===== src/rtl/pixel_unpacker.sv =====
// Unpacks 32-bit G,B,R byte-packed stream words (3 words -> 4 pixels) into one registered 24-bit pixel per beat.
// Optional saturating framing-error counter enabled by defining PIXEL_UNPACKER_ERR_CNT_EN.
module pixel_unpacker #(
    parameter int ERR_CNT_W = 16
) (
    input  logic                 aclk,
    input  logic                 aresetn,
    input  logic [31:0]          in_stream_tdata,
    input  logic [3:0]           in_stream_tkeep,
    input  logic                 in_stream_tlast,
    input  logic                 in_stream_tuser,
    input  logic                 in_stream_tvalid,
    output logic                 in_stream_tready,
    output logic [7:0]           r,
    output logic [7:0]           g,
    output logic [7:0]           b,
    output logic                 sof,
    output logic                 eol,
    output logic                 valid,
    input  logic                 out_ready,
    output logic                 sync_err,
    output logic [ERR_CNT_W-1:0] err_count
);

    typedef enum logic [1:0] {P0, P1, P2, P3} phase_t;

    phase_t          phase_q, phase_d;
    logic [2:0][7:0] hold_q, hold_d;
    logic            eol_pend_q, eol_pend_d;
    logic [7:0]      r_q, r_d, g_q, g_d, b_q, b_d;
    logic            sof_q, sof_d, eol_q, eol_d, valid_q, valid_d;
    logic            serr_q, serr_d;

    logic            free, accept, resync, early_last;
    phase_t          dec_phase;
    logic [3:0][7:0] bytes;
    logic            unused_tkeep;

    assign unused_tkeep     = ^in_stream_tkeep;
    assign bytes            = in_stream_tdata;
    assign free             = ~valid_q | out_ready;
    assign in_stream_tready = aresetn & free & (phase_q != P3);
    assign accept           = in_stream_tvalid & in_stream_tready;

    always_comb begin
        phase_d    = phase_q;
        hold_d     = hold_q;
        eol_pend_d = eol_pend_q;
        r_d        = r_q;
        g_d        = g_q;
        b_d        = b_q;
        sof_d      = sof_q;
        eol_d      = eol_q;
        valid_d    = valid_q & ~out_ready;
        resync     = 1'b0;
        early_last = 1'b0;
        dec_phase  = phase_q;

        if (accept) begin
            // A frame start in mid-group realigns the decoder onto this word.
            resync     = in_stream_tuser & ((phase_q == P1) | (phase_q == P2));
            dec_phase  = resync ? P0 : phase_q;
            valid_d    = 1'b1;
            sof_d      = 1'b0;
            eol_d      = 1'b0;
            eol_pend_d = 1'b0;
            case (dec_phase)
                P0: begin
                    g_d       = bytes[0];
                    b_d       = bytes[1];
                    r_d       = bytes[2];
                    hold_d    = '0;
                    hold_d[0] = bytes[3];
                    sof_d     = in_stream_tuser;
                    phase_d   = P1;
                end
                P1: begin
                    g_d       = hold_q[0];
                    b_d       = bytes[0];
                    r_d       = bytes[1];
                    hold_d    = '0;
                    hold_d[0] = bytes[2];
                    hold_d[1] = bytes[3];
                    phase_d   = P2;
                end
                P2: begin
                    g_d        = hold_q[0];
                    b_d        = hold_q[1];
                    r_d        = bytes[0];
                    hold_d     = {bytes[3], bytes[2], bytes[1]};
                    eol_pend_d = in_stream_tlast;
                    phase_d    = P3;
                end
                default: begin
                    phase_d = P0;
                end
            endcase
            // A line ending before a full 4-pixel group closes the line on this pixel.
            if (in_stream_tlast && (dec_phase != P2)) begin
                early_last = 1'b1;
                eol_d      = 1'b1;
                hold_d     = '0;
                phase_d    = P0;
            end
        end else if (free && (phase_q == P3)) begin
            g_d        = hold_q[0];
            b_d        = hold_q[1];
            r_d        = hold_q[2];
            sof_d      = 1'b0;
            eol_d      = eol_pend_q;
            eol_pend_d = 1'b0;
            valid_d    = 1'b1;
            phase_d    = P0;
        end

        serr_d = resync | early_last;
    end

    always_ff @(posedge aclk) begin
        if (!aresetn) begin
            phase_q    <= P0;
            hold_q     <= '0;
            eol_pend_q <= 1'b0;
            r_q        <= '0;
            g_q        <= '0;
            b_q        <= '0;
            sof_q      <= 1'b0;
            eol_q      <= 1'b0;
            valid_q    <= 1'b0;
            serr_q     <= 1'b0;
        end else begin
            phase_q    <= phase_d;
            hold_q     <= hold_d;
            eol_pend_q <= eol_pend_d;
            r_q        <= r_d;
            g_q        <= g_d;
            b_q        <= b_d;
            sof_q      <= sof_d;
            eol_q      <= eol_d;
            valid_q    <= valid_d;
            serr_q     <= serr_d;
        end
    end

`ifdef PIXEL_UNPACKER_ERR_CNT_EN
    logic [ERR_CNT_W-1:0] err_cnt_q;

    always_ff @(posedge aclk) begin
        if (!aresetn) begin
            err_cnt_q <= '0;
        end else if (serr_d && !(&err_cnt_q)) begin
            err_cnt_q <= err_cnt_q + {{(ERR_CNT_W-1){1'b0}}, 1'b1};
        end
    end

    assign err_count = err_cnt_q;
`else
    assign err_count = '0;
`endif

    assign r        = r_q;
    assign g        = g_q;
    assign b        = b_q;
    assign sof      = sof_q;
    assign eol      = eol_q;
    assign valid    = valid_q;
    assign sync_err = serr_q;

endmodule


===== config.mk =====
export PLATFORM = sky130hd
export DESIGN_NAME = pixel_unpacker
export DESIGN_NICKNAME = d
export VERILOG_FILES = /design/src/rtl/pixel_unpacker.sv
export SDC_FILE = /design/constraint.sdc
export NUM_CORES = 1
export LEC_CHECK = 0
export ABC_AREA = 1
export CORE_ASPECT_RATIO = 0.8
export CORE_UTILIZATION = 44
export CTS_BUF_LIST = sky130_fd_sc_hd__clkbuf_8 sky130_fd_sc_hd__clkbuf_16
export CTS_CLUSTER_SIZE = 25
export DETAILED_ROUTE_END_ITERATION = 12
export GPL_TIMING_DRIVEN = 0
export HOLD_SLACK_MARGIN = 0.1
export PLACE_DENSITY = 0.73
export SLEW_MARGIN = 40
export SYNTH_ARGS = -nofsm -noshare
export SYNTH_HDL_FRONTEND = slang
export SYNTH_SLANG_ARGS = --single-unit

===== constraint.sdc =====
create_clock -name aclk -period 4.58 [get_ports aclk]
set_input_delay 0.458 -clock aclk [delete_from_list [all_inputs] [get_ports aclk]]
set_output_delay 0.458 -clock aclk [all_outputs]
set_load 0.05 [all_outputs]

==> summary.md <==
| Metric | Value |
|---|---|
| Status | finished clean |
| H-tree depth | 2 |
| Worst-Margin Slew | ~0.68 ns |
| Crit path required time | 4.82 ns |
| Peak VDD IR | about 0.00015 V |
| Postcts setup bufs | 0 |
| Synth cell types | 27 |
| Hold Path Depth | 2 |
| GRT Util Overall | 28.35% |
| R2R depth | 11 |
| Port buffer count | 66 |
| Initial Utilization | between 40 and 50% |
| Yosys reg bits | 55 |
| Setup crit end kind | register |
| CTS Hold Buffers Added | 0 |
| Final Critical Period | 2.662 ns |
| Die Height | ~80 um |
| Total power | 1.127 mW |
| Setup violations, final | 0 |
| Number of global-route vias before repair | about 3600 |
| Iteration-0 DRC Markers | between 200 and 300 |
| Max-cap violations | 0 |
| Gpl congestion | 0.9300 |
| WL final | 11.20 mm |
| Fillers | approximately 790 |
| Finished layout cell area | ~0.0043 mm^2 |
| Fin worst setup slack | 1.918 ns |
| Final hold violation count | 0 |
| CTS clk-pin slew, worst paths | around 0.1 ns |
| Post-synthesis sequential area ratio | approximately 33% |
| Setup TNS | 0 ns |
| Row count | 28 |
| Die Wd | 99.71 um |
| CTS tree | done |
| Die area | 0.007994 mm^2 |
| Largest net degree at the start of global routing | 16 |
| Mean area per synthesized cell | between 5 and 6 um^2 |
| First-pass DRT Iterations | 5 |
| First-pass GRT wire length | roughly 17 mm |
| Antenna-violating nets left | 0 |
| Synth Area in Compound Gates | around 12% |
| CTS sink count | 55 |
| Root Buffer | clkbuf_8 |
| Final period utilization | between 50% and 60% |
| GR Overflow Total | 0 |
| Crit Path Category | reg2reg |
| Dpl cells | around 750 |
| Clock Latency Late Sink | between 0.3 and 0.4 ns |
| Largest family of logic cells by synthesized area | simple AND/OR/NAND/NOR gates |
| Dpl hpwl | 8.444 mm |
| HP Class | reg2reg |
| Gates resized, CTS repair | 0 |
| Max FO, Critical Path | 10 |
| Synth warn | 0 |
| Core box area | between 0.007 and 0.008 mm^2 |
| Xor/xnor share of the synthesized area | 0% |
| CTS buffer count | 5 |
| Max-slew violation count | 0 |
| Vias/cell | roughly 5.0 |
| Wire per inst | 14.82 um |
| Share of cells above drive strength 1 | between 7 and 8% |
| Synthesized area | between 0.003 and 0.004 mm^2 |
| Layout Cells excl Fill | 756 |
| Final hold slack | about 0.47 ns |
| Via count | 3790 |
| Drt drc | 0 |
| Mux share of post-synthesis cell area | 0% |
| Synth Area in Adders | under 10% |
| RSZ-0062 raised after global routing | no |
| Area Growth Syn to Fin | 28.22% |
| P per Cell Area | 261.5 mW/mm^2 |
| Initial antenna violation count | 0 |
| CP Launch Type | register |
| I/O pins | slightly below 90 |
| ANT cells | 0 |
| Leak | between 2 and 2.5 nW |
| Worst-case clock buffer depth | 2 |
| Pre-CTS setup slack | 1.698 ns |
| Fin util | 58.29% |
| Final Net Count | ~700 |
| Arr. time, crit path | ~2.9 ns |
| Slew headroom | approximately 54% |
| Placed cell area | around 0.0042 mm^2 |
| Simple-Gate Fraction of Synth Area | 41.06% |
| Fmax achieved | ~380 MHz |
| Clock Skew | around 0.0052 ns |
| Gate Count Post-Synth | 562 |
## flip-flops by register name, summed over array words and instances (netlist names)
register    flops
b               8
eol             1
eol_pend_q      1
g               8
hold_q         24
phase_q         2
r               8
sof             1
sync_err        1
valid           1
## layer usage
metal / vias up / GRT usage [%] / routed length [um]
met5: - / 0 / 0
met4: 0 / 10.00 / 246
met3: 25 / 7.050 / 1026
met2: 189 / 46.83 / 4927
met1: 1682 / 35.90 / 5003
li1: 1894 / - / -
## worst max-delay path, cell delays in order, from the launching register on
cell and delay (ns):
dfxtp_1 0.36, ha_1 0.31, nand2_1 0.09, nand2_1 0.10, inv_1 0.07, ha_1 0.34, inv_2 0.19, nand2_2 0.23
inv_1 0.13, nor2_2 0.46, nand2_1 0.11, a21oi_1 0.19
## path summary, 6_finish.rpt
check | slack (ns) | to | start
min | 0.47 | hold_q[21]$_SDFFE_PN0P_ | hold_q[21]$_SDFFE_PN0P_
min reg2reg | 0.47 | hold_q[21]$_SDFFE_PN0P_ | hold_q[21]$_SDFFE_PN0P_
max | 1.92 | phase_q[1]$_SDFFE_PN0P_ | phase_q[0]$_SDFFE_PN0P_
max reg2reg | 1.92 | phase_q[1]$_SDFFE_PN0P_ | phase_q[0]$_SDFFE_PN0P_
## power by group
part / switching (mW) / internal, mW / total [mW]
Sequential: 0.0106 / 0.497 / 0.508
Combinational: 0.210 / 0.106 / 0.316
Clock: 0.167 / 0.137 / 0.303
Total: 0.387 / 0.740 / 1.13
## logic make-up after synthesis
logic type / Yosys count
buffers and inverters: 89
AND/OR/NAND/NOR: 338
adder cells (fa/ha/maj): 5
flip-flops: 55
AO/OA/AOI/OAI: 74
other: 1
## layout by cell type, fill, tap and decap left out, drive strengths merged
cell	count
clkinv	2
a22o	2
nand2	241
o211ai	1
a21boi	2
clkbuf	21
a21oi	37
conb	16
dfxtp	55
buf	30
nand4	2
o21ai	32
inv	44
nor2	47
ha	5
nand3	48
clkdlybuf4s50	66
## layout make-up
type	instances	area, um^2	share of cell area [%]
plain buffers	44	254.0	5.894
inverters	45	170.2	3.949
repair buffers	66	660.6	15.33
well taps	105	131.4	3.049
flip-flops and latches	55	1101	25.55
clock inverters	1	3.754	0.08711
multi-input cells	433	1892	43.90
clock buffers	7	96.34	2.236
## synthesized netlist by cell type
cell      instances  share of area, %
buf_6             1              0.34
a22o_1            2              0.52
buf_2            11               1.6
clkinv_2          1              0.15
dfxtp_1          55                33
inv_2             3              0.34
nand3_2           1              0.30
o21ai_0          30               4.5
nand3_1          47               7.0
inv_1            40               4.5
o21ai_1           1              0.15
nor2_4            2              0.67
a21boi_0          2              0.45
nor2_2            1              0.19
nand2_1         240                27
conb_1            1              0.11
clkbuf_1         14               1.6
nand4_2           1              0.37
nor2_1           44               4.9
ha_1              5               1.9
clkinv_1          1              0.11
nand4_4           1              0.63
a21oi_1          37               5.5
o211ai_1          1              0.22
nand2_2           1              0.19
buf_4            18               4.0
o21ai_2           1              0.26
(Power assumes the default switching activity.)
